[config.mk]
export PLATFORM = sky130hd
export DESIGN_NAME = skew_feed_scheduler
export DESIGN_NICKNAME = d
export VERILOG_FILES = /design/src/rtl/skew_feed_scheduler.sv
export SDC_FILE = /design/constraint.sdc
export NUM_CORES = 1
export LEC_CHECK = 0
export ABC_AREA = 1
export BUFFER_PORTS_ARGS = -buffer_cell sky130_fd_sc_hd__buf_4
export CAP_MARGIN = 20
export CORE_MARGIN = 5
export CORE_UTILIZATION = 56
export CTS_BUF_LIST = sky130_fd_sc_hd__clkbuf_4
export DETAILED_ROUTE_END_ITERATION = 7
export HOLD_SLACK_MARGIN = 0.06
export PLACE_DENSITY = 0.88
export SLEW_MARGIN = 20
export SYNTH_ARGS = -nofsm -noshare
export SYNTH_HDL_FRONTEND = slang
export SYNTH_SLANG_ARGS = --single-unit
[constraint.sdc]
create_clock -name clk -period 2.65 [get_ports clk]
set_clock_uncertainty 0.2 [all_clocks]
set_input_delay 0.265 -clock clk [delete_from_list [all_inputs] [get_ports clk]]
set_output_delay 0.265 -clock clk [all_outputs]
set_load 0.005 [all_outputs]
[src/rtl/skew_feed_scheduler.sv]
// Diagonal-skew read scheduler feeding ROWS operand FIFOs into the left edge of a systolic array.
// Optional stall-cycle counter output enabled by defining SKEW_STALL_COUNT_EN.
module skew_feed_scheduler #(
  parameter int ROWS      = 4,
  parameter int LEN_WIDTH = 8
) (
  input  logic                 clk,
  input  logic                 reset_n,
  input  logic                 start,
  input  logic [LEN_WIDTH-1:0] len,
  input  logic [ROWS-1:0]      fifo_empty,
  output logic [ROWS-1:0]      fifo_rd_en,
  output logic [ROWS-1:0]      lane_valid,
  output logic                 busy,
  output logic                 done,
  output logic                 stall
`ifdef SKEW_STALL_COUNT_EN
  ,
  output logic [15:0]          stall_cycles
`endif
);

  // One extra bit beyond len+ROWS so the window compares never wrap.
  localparam int TW = LEN_WIDTH + $clog2(ROWS) + 1;

  typedef enum logic [1:0] {
    IDLE  = 2'd0,
    RUN   = 2'd1,
    FLUSH = 2'd2,
    DONE  = 2'd3
  } state_t;

  state_t               state;
  state_t               state_nxt;
  logic [TW-1:0]        t;
  logic [LEN_WIDTH-1:0] len_q;
  logic [TW-1:0]        t_last;
  logic [ROWS-1:0]      active;
  logic                 accept;
  logic                 advance;

  assign accept  = (state == IDLE) && start;
  assign t_last  = TW'(len_q) + TW'(ROWS) - TW'(2);
  assign advance = (state == RUN) && !stall;

  // Row r issues while t is inside its window [r, r+len_q).
  always_comb begin
    for (int r = 0; r < ROWS; r++) begin
      active[r] = (t >= TW'(r)) && (t < TW'(r) + TW'(len_q));
    end
  end

  // State register.
  // NOTE: sequential state uses non-blocking assignments so every flop samples pre-edge values.
  always_ff @(posedge clk or negedge reset_n) begin
    if (!reset_n) state <= IDLE;
    else          state <= state_nxt;
  end

  // Next-state logic.
  // NOTE: state_nxt is given a default before the case so no path leaves it unassigned (no latch).
  always_comb begin
    state_nxt = state;
    unique case (state)
      IDLE:  if (start) state_nxt = (len == '0) ? DONE : RUN;
      RUN:   if (!stall && (t == t_last)) state_nxt = FLUSH;
      FLUSH: state_nxt = DONE;
      DONE:  state_nxt = IDLE;
      default: state_nxt = IDLE;
    endcase
  end

  // Output decode; a stall anywhere in the live wavefront freezes every row.
  always_comb begin
    busy       = 1'b0;
    done       = 1'b0;
    stall      = 1'b0;
    fifo_rd_en = '0;
    unique case (state)
      RUN: begin
        busy  = 1'b1;
        stall = |(active & fifo_empty);
        if (!stall) fifo_rd_en = active;
      end
      FLUSH: busy = 1'b1;
      DONE:  done = 1'b1;
      default: ;
    endcase
  end

  // Tile length and wavefront position; both frozen outside of acceptance/advance.
  always_ff @(posedge clk or negedge reset_n) begin
    if (!reset_n) begin
      t     <= '0;
      len_q <= '0;
    end else if (accept) begin
      t     <= '0;
      len_q <= len;
    end else if (advance) begin
      t     <= t + TW'(1);
    end
  end

  // FIFO data_out is registered, so the lane is valid one cycle after the strobe.
  always_ff @(posedge clk or negedge reset_n) begin
    if (!reset_n) lane_valid <= '0;
    else          lane_valid <= fifo_rd_en;
  end

`ifdef SKEW_STALL_COUNT_EN
  always_ff @(posedge clk or negedge reset_n) begin
    if (!reset_n) begin
      stall_cycles <= '0;
    end else if (accept) begin
      stall_cycles <= '0;
    end else if (stall && (stall_cycles != 16'hFFFF)) begin
      stall_cycles <= stall_cycles + 16'd1;
    end
  end
`endif

endmodule
---- Word-level counts from Yosys, hierarchy flattened ----
Index checks and enable logic that the tools add are counted.
storage, ports and cells
  output and inout port bits .............. 11
  memory bits (writable) .................. 0
  flip-flop bits (word level) ............. 25
  memories ................................ 0
  logic and storage cells ................. 50
  bits of input ports ..................... 15
  ROM bits ................................ 0
  latch bits .............................. 0
cells by class
  muxes and demuxes ....................... 11
  $add $sub $neg .......................... 6
  shift-type cells ........................ 0
  reductions and logical operators ........ 14
  bitwise operators ....................... 1
  div/mod/pow operators ................... 0
  eq/ne operators ......................... 6
  $lt $le $gt $ge ......................... 8
  multiply operators ...................... 0
operators with widths
  cell                     number
  $lt A11 B9 Y1            3
  $ge A11 B1 Y1 const B    2
  $ge A11 B2 Y1 const B    2
  $mux W11                 2
  $add A2 B8 Y9 const A    2
  $add A11 B1 Y11 const B  1
  $eq A11 B11 Y1           1
  $lt A11 B8 Y1            1
  $sub A9 B2 Y10 const B   1
  $add A1 B8 Y9 const A    1
  $add A8 B3 Y9 const B    1
  $logic_not A8 Y1         1
  $mux W4                  2
  $pmux W2 S4              1
  $logic_and A1 B1 Y1      7
  $mux W2                  3
  $and A4 B4 Y4            1
  $eq A2 B2 Y1 const B     2
  $reduce_or A4 Y1         1
  $mux W1                  3
  $eq A2 B1 Y1 const B     1
  $logic_not A2 Y1         1
  $ne A2 B1 Y1 const B     1
  $ne A2 B2 Y1 const B     1
  other kinds (4)          4

---- Longest topological paths before layout ----
  word-level depth ........................ 10
  mapped depth ............................ 20
  gate-level depth less buffers ........... 20

---- Least setup slack after synthesis ----
OpenSTA, ideal clock, no wires.
  path type ............................... register to output
  from .................................... register len_q[0]
  to ...................................... output port fifo_rd_en[3]
  data required time ...................... 2185 ps
  path slack .............................. -326 ps
  path buffers ............................ 1
  arrival time ............................ 2511 ps
  stages on the path, launching flop included .. 20
  cell sequence ........................... dfrtp_1 inv_1 ha_1 nor2_1 nand3_1 xor2_1 ha_1 nand2_1 inv_1 nand2_1 nor2_1 nand2_1 nand2_1 nor2_1 nand2_1 nand2_1 nor2_2 nand2_2 buf_6 nor3_1
between the ends
  word-level cells in the longest chain between the ends .. 7
  elaborated cells on any way between the ends .. 15
  those cells by class .................... add/sub: 3; order compare: 4; mux: 2; bitwise: 1; reduce/logical: 5
ends and longest elaborated chain
  item                                                   RTL line  source
  start: declaration                                     36        logic [LEN_WIDTH-1:0] len_q;
  start signal: assignment                               98        len_q <= len;
  $add A1 B8 Y9 / $add A2 B8 Y9 (equally long branches)  49        active[r] = (t >= TW'(r)) && (t < TW'(r) + TW'(len_q));
  $lt A11 B9 Y1                                          49
  $logic_and A1 B1 Y1                                    49
  $and A4 B4 Y4                                          82        stall = |(active & fifo_empty);
  $reduce_or A4 Y1                                       82
  $mux W4 *                                              83        if (!stall) fifo_rd_en = active;
  $mux W4 *                                              79        unique case (state)
  end: declaration                                       12        output logic [ROWS-1:0] fifo_rd_en,
Mark *: on every way between the ends. The rest lies on a longest branch, timed or not.

---- Worst setup path in the final report ----
  from .................................... register len_q[2]
  to ...................................... output port fifo_rd_en[3]
The elaborated chain is that of the path after synthesis.

==> results.toml <==
[placed_design]
numPortBuffers = 25
routabilityCongestion = 0.921
hpwlAfterDp_um = 5530
placedInstanceArea_um2 = 3150
pre_cts_ws_ps = -548

[logic_synthesis]
yosysSeqAreaShare_pct = 24.7
synth_fp_nets = 422
ys.flop_type = "dfrtp_1"
synth_seq_cells = 25
synth.cell_area_um2 = 2540
synth_warnings = 0
synth_common_cells = "96 x nand2_1, 45 x ha_1, 38 x nor2_1"
synth_top_area_cell = "dfrtp_1"
synthDominantCellAreaShare_pct = 24.7
async_flop_share_pct = 100
synth_edf_count = 0
synth_most_common_cell = "nand2_1"
netlist_instances = 362
syn_area_per_cell_um2 = 7.01
synthTopCellsByArea = "dfrtp_1 25%, ha_1 22%, nand2_1 14%"
synthDistinctLibCells = 24

[timing]
setup_violations = 22
fin_crit_ps = 3440
fin_ws_ps = -792
max_freq_ghz = 0.291
finalHoldViolCount = 0
max_slew.worst_pin.slew_ps = 449
finalMaxSlewViolations = 0
rsz0062_at_grt = "true"
slew_headroom_pct = 70.1
period_share_pct = 130

[setup_path]
critPathKind = "reg -> out"
startpoint = "len_q[2]$_DFFE_PN0P_"
crit_path_start_kind = "register"
reg2reg_slack_ps = -450
arrival_ps = 2980
cp_max_fo = 5
r2r-start = "len_q[2]$_DFFE_PN0P_"
critical_path_required_ps = 2180
critPathCaptureType = "primary output"

[pwr]
cellPowerDensity_nw_per_um2 = 918
p_leak_nw = 1.88
peakVddDrop_uv = 675
total_power_mw = 3.25

[drt]
highest_layer = "met4"
firstDrtPassIters = 6
routed-wl-met3_um = 647
routed-via-count = 2872
drt-met1-wl_um = 3140
viasPerCell = 5.77
drc = 0
wl_per_cell_um = 16.6
totalWireLength_um = 8250
detail-route-antenna-nets = 0
drtIter0Drc = 268
wl_met2_um = 4070

[layout]
register_area_um2 = 629
multiInputGateArea_um2 = 1950
fillers = 268
antennaDiodeCount = 0
utilization_pct = 80.8
syn_to_final_growth_pct = 39.7
final_layout_size_suffix_gt1_share_pct = 28.9
stdcell_area_um2 = 3540
num-nets-final = 507

[global_routing]
grt_pass1_vias = 2638
grt_max_degree = 27
antenna_found_initial = 0
track_usage_pct = 24.6
grt_overflow = 0
grt_first_pass_wirelength_um = 12000

[hold_path]
holdCritPathClass = "in -> async"

[cts]
clk_pin_slew_ps = 140
clk-insertion-delay-late_ps = 330
cts_buffers = 3
root_buffer = "clkbuf_4"
cts_max_level = 1
cts.sinks = 25
clk_path_buf_depth = 2
tritoncts = "built"

[outcome]
status = "finished, violations left"
violations = "setup timing"

[die]
core_area_um2 = 4380
initial_core_util_pct = 57.8
die_w_um = 77.3
fp.dieH_um = 77.3
dieArea_um2 = 5970
rows = 24
ios = 26

[flow_run]
drv_cap = 0
## flip-flops by register name, summed over array words and instances, names as in the netlist
name,flops
lane_valid,4
t,11
state,2
len_q,8
## area by class of cell
| type | count | share of cell area, % |
|---|---|---|
| inverter | 40 | 4.38 |
| clock inverter | 1 | 0.141 |
| timing repair buffer | 87 | 20.2 |
| multi-input combinational | 290 | 55.0 |
| sequential | 25 | 17.8 |
| clock buffer | 3 | 0.636 |
| tap | 52 | 1.84 |
## power breakdown
part | switching [mW] | internal (mW)
clock network | 0.122 | 0.0568
logic | 1.35 | 1.09
registers | 0.145 | 0.490
## placed cells by master (no fill, tap or decap), drive strengths merged, types with 3 or more instances in the layout
| cell | synthesis | final |
|---|---|---|
| buf | 2 | 78 |
| nand2 | 98 | 98 |
| xor2 | 17 | 17 |
| nand4 | 6 | 6 |
| inv | 38 | 38 |
| clkinv | 2 | 3 |
| dfrtp | 25 | 25 |
| ha | 45 | 45 |
| nor2 | 41 | 41 |
| clkbuf | 5 | 3 |
| dlygate4sd3 | 0 | 9 |
| nand3 | 34 | 34 |
| xnor2 | 3 | 3 |
| o21ai | 10 | 10 |
| a21oi | 20 | 20 |
| nor3 | 10 | 10 |
## per-stage QoR
stage          std cells  setup TNS, ps  hold slack, ps
3_5_place_dp         472          -8760           -8.64
2_1_floorplan        362           -233            -231
4_1_cts              495          -7390             146
5_1_grt              498         -15210             165
3_3_place_gp         472          -6190           -15.2
6_report             498          -9870             156
## metal layers
metal	global-route usage (%)	vias up
met5	0	-
met4	7.22	0
met3	4.57	45
met2	43.2	153
met1	30.3	1328
li1	-	1346
## worst paths after layout
path	to	cells past startpoint
min reg2reg	state[1]$_DFFE_PN0P_	2
max in group asynchronous	len_q[0]$_DFFE_PN0P_	2
min	t[10]$_DFFE_PN0P_	2
max	fifo_rd_en[3]	16
max reg2reg	t[4]$_DFFE_PN0P_	18
min in group clk	state[0]$_DFFE_PN0P_	5
## worst max-delay path, stage by stage, from the launching register on
cell     delay [ps]
dfrtp_2         440
inv_1            80
nor3_2          240
nand2_1         150
xor2_1          170
ha_1            320
nand2_1          90
inv_1            70
nand3_1          90
nor2_2          180
nand2_2          90
nand4_1         110
nand2_2          80
nor2_4          140
nand2_4         120
nor3_4          140
buf_4           130
## logic make-up (layout without fill, tap and decap cells)
group | Yosys count | after routing | share of synthesized area (%)
fa+ha+maj | 45 | 45 | 22.2
xor+xnor | 20 | 20 | 6.91
compound gates | 31 | 31 | 6.22
flops | 25 | 25 | 24.7
simple gates | 194 | 194 | 32.7
buf+inv | 47 | 131 | 7.30
## what timing repair did
item                                    in CTS  in global routing
endpoints found under the setup margin      22                 22
hold buffers                                 9                  0
buffers inserted                            10                  4
endpoints found under the hold margin       33                  0
cloned                                       0                  0
resized for setup                           10                 31
pin swaps                                    6                 14
No activity file was read; power rests on OpenSTA's default activity.
